### src/rtl/mma_pkg.sv
// Shared constants, FSM encoding and element index map
// for the 3x3 outer-product accumulator.
package mma_pkg;

  localparam int DATA_W = 4;
  localparam int ACC_W  = 10;
  localparam int MAT_N  = 3;
  localparam int N_ELEM = MAT_N * MAT_N;

  localparam logic [3:0] LAST_IDX = 4'(N_ELEM - 1);

  typedef enum logic [2:0] {
    S_IDLE,
    S_MAC1,
    S_MAC2,
    S_MAC3,
    S_DRAIN,
    S_DONE
  } state_e;

  // Row-major element index -> (row, col)
  localparam int IDX_ROW [N_ELEM] = '{
    0, 0, 0, 1, 1, 1, 2, 2, 2
  };
  localparam int IDX_COL [N_ELEM] = '{
    0, 1, 2, 0, 1, 2, 0, 1, 2
  };

endpackage

### src/rtl/mac_cell.sv
// One accumulator: sync clear, zero-on-start,
// enable-gated unsigned multiply-add.
module mac_cell #(
  parameter int DATA_W = 4,
  parameter int ACC_W  = 10
) (
  input  logic              clk,
  input  logic              clear,
  input  logic              zero,
  input  logic              en,
  input  logic [DATA_W-1:0] a,
  input  logic [DATA_W-1:0] b,
  output logic [ACC_W-1:0]  acc
);

  logic [2*DATA_W-1:0] prod;
  logic [ACC_W-1:0]    acc_d;
  logic [ACC_W-1:0]    acc_q;

  always_comb begin
    prod  = a * b;
    acc_d = acc_q;
    if (zero) begin
      acc_d = '0;
    end else if (en) begin
      // Sum wraps modulo 2^ACC_W if ACC_W is undersized
      acc_d = acc_q + ACC_W'(prod);
    end
  end

  always_ff @(posedge clk) begin
    if (clear) begin
      acc_q <= '0;
    end else begin
      acc_q <= acc_d;
    end
  end

  assign acc = acc_q;

endmodule

### src/rtl/outer_product_accumulator.sv
// Sequences the operand bank, accumulates C = W*X as three
// outer products, then streams C row-major over valid/ready.
module outer_product_accumulator #(
  parameter int DATA_W = mma_pkg::DATA_W,
  parameter int ACC_W  = mma_pkg::ACC_W
) (
  input  logic              clk,
  input  logic              clear,
  input  logic              start,
  input  logic [DATA_W-1:0] data_w1,
  input  logic [DATA_W-1:0] data_w2,
  input  logic [DATA_W-1:0] data_w3,
  input  logic [DATA_W-1:0] data_x1,
  input  logic [DATA_W-1:0] data_x2,
  input  logic [DATA_W-1:0] data_x3,
  output logic              unload1,
  output logic              unload2,
  output logic              unload3,
  output logic [ACC_W-1:0]  out_data,
  output logic [3:0]        out_idx,
  output logic              out_valid,
  input  logic              out_ready,
  output logic              busy,
  output logic              done
);

  import mma_pkg::*;

  state_e     state_q;
  state_e     state_d;
  logic       start_d_q;
  logic [3:0] out_idx_q;
  logic [3:0] out_idx_d;
  logic       trigger;
  logic       mac_en;
  logic       fire;

  logic [DATA_W-1:0] w_op [MAT_N];
  logic [DATA_W-1:0] x_op [MAT_N];
  logic [ACC_W-1:0]  acc  [N_ELEM];

  assign w_op[0] = data_w1;
  assign w_op[1] = data_w2;
  assign w_op[2] = data_w3;
  assign x_op[0] = data_x1;
  assign x_op[1] = data_x2;
  assign x_op[2] = data_x3;

  for (genvar e = 0; e < N_ELEM; e++) begin : g_cell
    mac_cell #(
      .DATA_W(DATA_W),
      .ACC_W (ACC_W)
    ) u_cell (
      .clk  (clk),
      .clear(clear),
      .zero (trigger),
      .en   (mac_en),
      .a    (w_op[IDX_ROW[e]]),
      .b    (x_op[IDX_COL[e]]),
      .acc  (acc[e])
    );
  end

  always_comb begin
    unload1   = (state_q == S_MAC1);
    unload2   = (state_q == S_MAC2);
    unload3   = (state_q == S_MAC3);
    mac_en    = unload1 | unload2 | unload3;
    out_valid = (state_q == S_DRAIN);
    done      = (state_q == S_DONE);
    busy      = (state_q != S_IDLE);
    trigger   = (state_q == S_IDLE) & start & ~start_d_q;
    fire      = out_valid & out_ready;
    out_idx   = out_idx_q;
  end

  always_comb begin
    state_d = state_q;
    unique case (state_q)
      S_IDLE:  if (trigger) state_d = S_MAC1;
      S_MAC1:  state_d = S_MAC2;
      S_MAC2:  state_d = S_MAC3;
      S_MAC3:  state_d = S_DRAIN;
      S_DRAIN: begin
        if (fire && out_idx_q == LAST_IDX) begin
          state_d = S_DONE;
        end
      end
      S_DONE:  state_d = S_IDLE;
      default: state_d = S_IDLE;
    endcase
  end

  always_comb begin
    out_idx_d = out_idx_q;
    if (state_q != S_DRAIN) begin
      out_idx_d = '0;
    end else if (fire) begin
      out_idx_d = (out_idx_q == LAST_IDX) ? 4'd0
                                          : out_idx_q + 4'd1;
    end
  end

  always_comb begin
    out_data = '0;
    if (out_valid) begin
      for (int e = 0; e < N_ELEM; e++) begin
        if (out_idx_q == 4'(e)) out_data = acc[e];
      end
    end
  end

  always_ff @(posedge clk) begin
    start_d_q <= start;
    if (clear) begin
      state_q   <= S_IDLE;
      out_idx_q <= '0;
    end else begin
      state_q   <= state_d;
      out_idx_q <= out_idx_d;
    end
  end

endmodule

### config.mk
export PLATFORM = sky130hd
export DESIGN_NAME = outer_product_accumulator
export DESIGN_NICKNAME = d
export VERILOG_FILES = /design/src/rtl/mma_pkg.sv /design/src/rtl/mac_cell.sv /design/src/rtl/outer_product_accumulator.sv
export SDC_FILE = /design/constraint.sdc
export NUM_CORES = 1
export LEC_CHECK = 0
export BUFFER_PORTS_ARGS = -buffer_cell sky130_fd_sc_hd__buf_2
export CORE_AREA = 10 10 165 167
export CTS_CLUSTER_DIAMETER = 200
export DETAILED_ROUTE_END_ITERATION = 16
export DIE_AREA = 0 0 175 177
export GPL_TIMING_DRIVEN = 0
export PLACE_DENSITY = 0.67
export SLEW_MARGIN = 10
export SYNTH_ARGS = -nofsm -noshare
export SYNTH_HDL_FRONTEND = slang
export SYNTH_SLANG_ARGS = --single-unit
export TNS_END_PERCENT = 10
### constraint.sdc
create_clock -name clk -period 8.72 [get_ports clk]
set_input_delay 1.744 -clock clk [delete_from_list [all_inputs] [get_ports clk]]
set_output_delay 1.744 -clock clk [all_outputs]
set_load 0.05 [all_outputs]
Word-level counts from Yosys, hierarchy flattened --
Index checks and enable logic that the tools add are counted.
Storage, ports and cells: bits in registers 98, input port bits 28, logic and storage cells 74
Cells by class: add/subtract/negate cells 10, equality and inequality tests 16, mux-type cells 14, bitwise gates (word level) 6, reduce and logical (&&, ||, !) cells 7, multipliers 9
Operator list (count):
- 10-bit two-way mux | 10
- 10-bit by 8-bit adder with 10-bit output | 9
- 4-bit by 4-bit multiplier with 8-bit output | 9
- 4-bit by 3-bit == test with 1-bit output (second input constant) | 4
- 3-bit one-hot mux with 5 select lines | 1
- 4-bit by 2-bit == test with 1-bit output (second input constant) | 2
- 3-bit by 2-bit == test with 1-bit output (second input constant) | 2
- 3-bit == test (second input constant) | 2
- 3-bit two-way mux | 2
- 4-bit by 1-bit adder with 4-bit output (second input constant) | 1
- 4-bit by 1-bit == test with 1-bit output (second input constant) | 1
- 4-bit == test (second input constant) | 1
- 4-bit logical NOT | 1
- 4-bit two-way mux | 1
- 2-bit by 1-bit inequality test with 1-bit output (second input constant) | 2
- 2-bit OR reduction | 2
- 1-bit bitwise AND | 3
- 3-bit by 1-bit == test with 1-bit output (second input constant) | 1
- 3-bit logical NOT | 1
- 3-bit inequality test (second input constant) | 1
- 3-bit nonzero test | 1
- 1-bit OR | 2
- 2-bit AND reduction | 1
- 1-bit logical AND | 1
- 1-bit NOT | 1

Logic depth before layout (Yosys ltp) --
depth after elaboration 11, gate-level depth with buffers 14, gate-level depth less buffers 13

Hierarchy --
Synthesis repeated with hierarchy kept, for this count alone.
Unflattened totals: cell total of the unflattened synthesis 1326, area total of the unflattened synthesis 11548.6 um^2
By module, submodules not included:
- mac_cell (g_cell[0].u_cell ...) | sequential area each 200.2 um^2, area each 1136.1 um^2, cells each 130, times used 5
- mac_cell (g_cell[1].u_cell ...) | sequential area each 200.2 um^2, area each 1119.8 um^2, cells each 121, times used 3
- outer_product_accumulator | sequential area each 160.2 um^2, area each 1400.1 um^2, cells each 192, times used 1
- mac_cell (g_cell[8].u_cell) | sequential area each 200.2 um^2, area each 1108.6 um^2, cells each 121, times used 1

Worst setup path before layout --
No wires, ideal clock.
path type input to register, from input data_x3[3], to register g_cell[2].u_cell.acc_q[7], slack 3.622 ns, stages on the path 12, path buffers 1, data required time 8.598 ns, setup time 0.122 ns, data arrival time 4.976 ns, cells stage by stage clkbuf_1 nand2_1 fa_1 fa_1 fa_1 inv_1 ha_1 nor2b_1 o31ai_1 a21oi_1 and4_1 a311o_1
On the way: cells in the longest elaborated chain, start to end 2
RTL lines:
- start, declared | RTL line outer_product_accumulator.sv:15 | input logic [DATA_W-1:0] data_x3,
- 4-bit by 4-bit multiplier with 8-bit output | RTL line mac_cell.sv:21 | prod = a * b;
- 10-bit by 8-bit adder with 10-bit output | RTL line mac_cell.sv:27 | acc_d = acc_q + ACC_W'(prod);
- end signal, assigned | RTL line mac_cell.sv:33 | acc_q <= '0;
- end signal, assigned | RTL line mac_cell.sv:35 | acc_q <= acc_d;
- end, declared | RTL line mac_cell.sv:18 | logic [ACC_W-1:0] acc_q;
No other way between the ends. A chain may end at the register's enable or synchronous reset.

Worst setup path in the final report --
from input data_x2[1], to register g_cell[7].u_cell.acc_q[6]
On the way: cells in the longest elaborated chain, start to end 2
RTL lines:
- start, declared | RTL line outer_product_accumulator.sv:14 | input logic [DATA_W-1:0] data_x2,
- 4-bit by 4-bit multiplier with 8-bit output | RTL line mac_cell.sv:21
- 10-bit by 8-bit adder with 10-bit output | RTL line mac_cell.sv:27
- end signal, assigned | RTL line mac_cell.sv:33
- end signal, assigned | RTL line mac_cell.sv:35
- end, declared | RTL line mac_cell.sv:18
No other way between the ends.

==> summary.txt <==
Floorplan
  • # IOs: 48
  • Die width: 175 um
  • Core box area: 0.0240 mm^2
  • DIE HEIGHT: 177 um
  • Row count: 57
  • Starting density of the core: 0.494
  • Die ar.: 0.0310 mm^2

Synthesis
  • Synth area leader: ha_1
  • Post-synth EDFFs: 0
  • Ys Warns: 0
  • Cell variety after synth: 57
  • Post-synth top cells: inv_1, ha_1, nand2_1, dfxtp_1, and2_1
  • Post-Synth Adder-Cell Area: 0.313
  • Compound-gate portion of the synthesized area: 0.162
  • Average size of a mapped cell: between 7 and 8 um^2
  • Largest family of logic cells by synthesized area: adder cells
  • Synth Flop Type: dfxtp_1
  • Top-area cell type share of the netlist area: 0.176
  • Synth area leaders: ha_1, dfxtp_1, fa_1
  • Synth Net Count: 1793
  • Synth Area in Simple Gates: 0.233
  • Asr flop ratio synth: 0
  • XOR/XNOR Fraction of Synth Area: 0.00222
  • Mapped Area: 0.0118 mm^2
  • Most common cell in the synthesized netlist: inv_1
  • Yosys reg bits: 98
  • Sequential area share after synthesis: 0.166
  • Multiplexer share of the synthesized area: 0.0203
  • Cells after Synth: 1518

Worst setup path
  • Crit path max-delay family: adder cells
  • Worst endpoint data arrival time: 5.92 ns
  • CP required: 8.98 ns
  • Critical path's largest stage delay: 0.63 ns
  • Critical path fanouts, max: 10
  • Critical Path Stages: 13
  • Crit. Startpoint: data_x2[1]
  • Critical Path, Cell by Cell: buf_2 -> clkbuf_1 -> nand2_1 -> fa_1 -> fa_1 -> fa_1 -> inv_1 -> ha_1 -> a211oi_1 -> o21bai_1 -> a21oi_1 -> mux2_2 -> o31ai_1
  • Most used cell, CP: fa_1
  • CP Class: in -> reg
  • R2R Path Start: g_cell[7].u_cell.acc[3]$_SDFFE_PP0P_
  • CP Launch Type: input port
  • Worst r2r path cells: 9
  • Slowest cell on crit path: a211oi_1
  • WP buf/inv: 3
  • CP Capture Type: register

Final layout
  • Share of cells above drive strength 1: 0.0722
  • Area Growth Syn to Fin: 7.57%
  • Layout Nets: 1850
  • Diodes inserted: 0
  • Area of the multi-input gates: 0.00864 mm^2
  • FILL cells: 2334
  • Seq. cell area: 0.00196 mm^2

Min path
  • Hold WC Path Type: reg -> reg
  • Worst hold start: g_cell[0].u_cell.acc[2]$_SDFFE_PP0P_
  • Hold depth: 2

Timing
  • Final cycle utilization of the critical path: 0.648
  • Final setup violation count: 0
  • Final hold violation count: 0
  • Minimum clock period: between 5 and 6 ns
  • RSZ-0062 raised after global routing: no
  • Achievable Freq: around 180 MHz
  • Worst Max-Slew Pin Slew: 0.978 ns
  • Total negative setup slack: 0 ns
  • Slew Viols, Final: 0
  • Max transition margin: 0.348
  • Worst setup margin: 3.07 ns
  • Final Skew: 0.0170 ns

Outcome
  • Status: finished clean

Power and ir drop
  • Peak VDD IR: 0.000133 V
  • Pwr dens: between 200 and 250 mW/mm^2
  • Leakage: between 6 and 7 nW

Global route
  • Grt ovf: 0
  • Global-route wire length before repair: 61800 um
  • Vias in the first global route: 10800
  • Initial antenna violation count: 1
  • Largest net degree at the start of global routing: 16
  • Overall Global Routing Usage: 0.258

CTS
  • Worst-Skew Late Latency: ~0.37 ns
  • Max Root-Sink Buffers: 2
  • Setup bufs post-CTS: 0
  • Clock sinks: 98
  • TritonCTS clock tree: yes
  • TritonCTS Buffers: 9
  • Reg clk slew, reported paths: 0.07 ns
  • H-tree levels: 3
  • Post-cts resize count: 0
  • Hold buffers post-CTS: 0
  • Root Driver: clkbuf_16

Route
  • Vias per inst: 5.87
  • Final ANT Viol Nets: 0
  • Routed length per instance: 21.1 um
  • Routed WL: ~40000 um
  • DRT Pass-1 Iters: 5
  • DR DRC count: 0
  • Via count: 11200
  • Iteration-0 DRC Markers: 1215

Placement
  • Final GP Congestion: 1.00
  • Pre-CTS setup slack: between 2 and 3 ns
  • HPWL Detailed: 31000 um
  • PortBufs: 46

Run
  • Number of max-cap violations: 0
## placed cells by master (no fill, tap or decap), drive strengths merged, types with 14 or more instances in the layout
cell / Yosys / routed
o31ai: 16 / 16
nor2b: 21 / 21
a211oi: 44 / 44
nor2: 89 / 89
clkbuf: 45 / 55
nand2: 146 / 146
nor3: 58 / 58
a31oi: 15 / 15
a21oi: 90 / 90
nor4: 20 / 20
and2: 96 / 96
o21ai: 45 / 45
mux2i: 15 / 15
or3: 23 / 23
ha: 166 / 166
fa: 81 / 81
inv: 222 / 223
nand3: 33 / 33
buf: 39 / 85
dfxtp: 98 / 98
and3: 14 / 14
## tightest hold or removal path, delay by kind of cell (launching register included)
family / cells / cell delay [ns]
AOI/OAI and AO/OA: 1 / 0.05
and+or+nand+nor: 1 / 0.06
DFF: 1 / 0.33
## path summary, 6_finish.rpt
path	endpoint	slack, ns
hold reg to reg	g_cell[0].u_cell.acc[2]$_SDFFE_PP0P_	0.48
setup reg to reg	g_cell[7].u_cell.acc[6]$_SDFFE_PP0P_	5.88
hold / removal	g_cell[0].u_cell.acc[2]$_SDFFE_PP0P_	0.48
setup / recovery	g_cell[7].u_cell.acc[6]$_SDFFE_PP0P_	3.07
## layer usage
metal | wire (um) | up-vias | track usage
li1 | - | 5274 | -
met1 | 16100 | 5279 | 0.324
met2 | 18400 | 516 | 0.428
met3 | 3740 | 109 | 0.0348
met4 | 1880 | 0 | 0.128
met5 | 0 | - | 0
## through the flow
stage	power [W]	util	area (um^2)	hold slack (ns)	instances
after global routing	0.00277	0.531	12700	0.513	1903
after detailed placement	0.00216	0.520	12500	0.466	1888
after CTS	0.00255	0.531	12700	0.479	1903
after floorplan	0.00170	-	11800	0.442	1518
final	0.00258	0.531	12700	0.484	1903
after global placement	0.00213	0.520	12500	0.460	1888
## registers in the layout (all words and copies together) (netlist names)
register / cells
state_q: 3
start_d_q: 1
g_cell.u_cell.acc: 90
out_idx: 4
## power breakdown
| group | internal [W] | switching [W] | total (W) |
|---|---|---|---|
| sequential | 0.000541 | 0.0000878 | 0.000629 |
| combinational | 0.000559 | 0.00100 | 0.00156 |
| clock | 0.000192 | 0.000196 | 0.000389 |
## logic make-up after synthesis
kind of cell	Yosys count
adder cells (fa/ha/maj)	247
multiplexers	23
AND/OR/NAND/NOR	541
buffers and inverters	306
XOR/XNOR	3
AO/OA/AOI/OAI	300
flip-flops	98
## final cells by class
| cell class | instances | area share |
|---|---|---|
| Buffer | 84 | 0.0310 |
| Clock buffer | 10 | 0.0180 |
| Clock inverter | 5 | 0.00246 |
| Inverter | 222 | 0.0655 |
| Multi-Input combinational cell | 1114 | 0.679 |
| Sequential cell | 98 | 0.154 |
| Tap cell | 324 | 0.0319 |
| Timing Repair Buffer | 46 | 0.0181 |
Power figures use the tool's default switching activity.
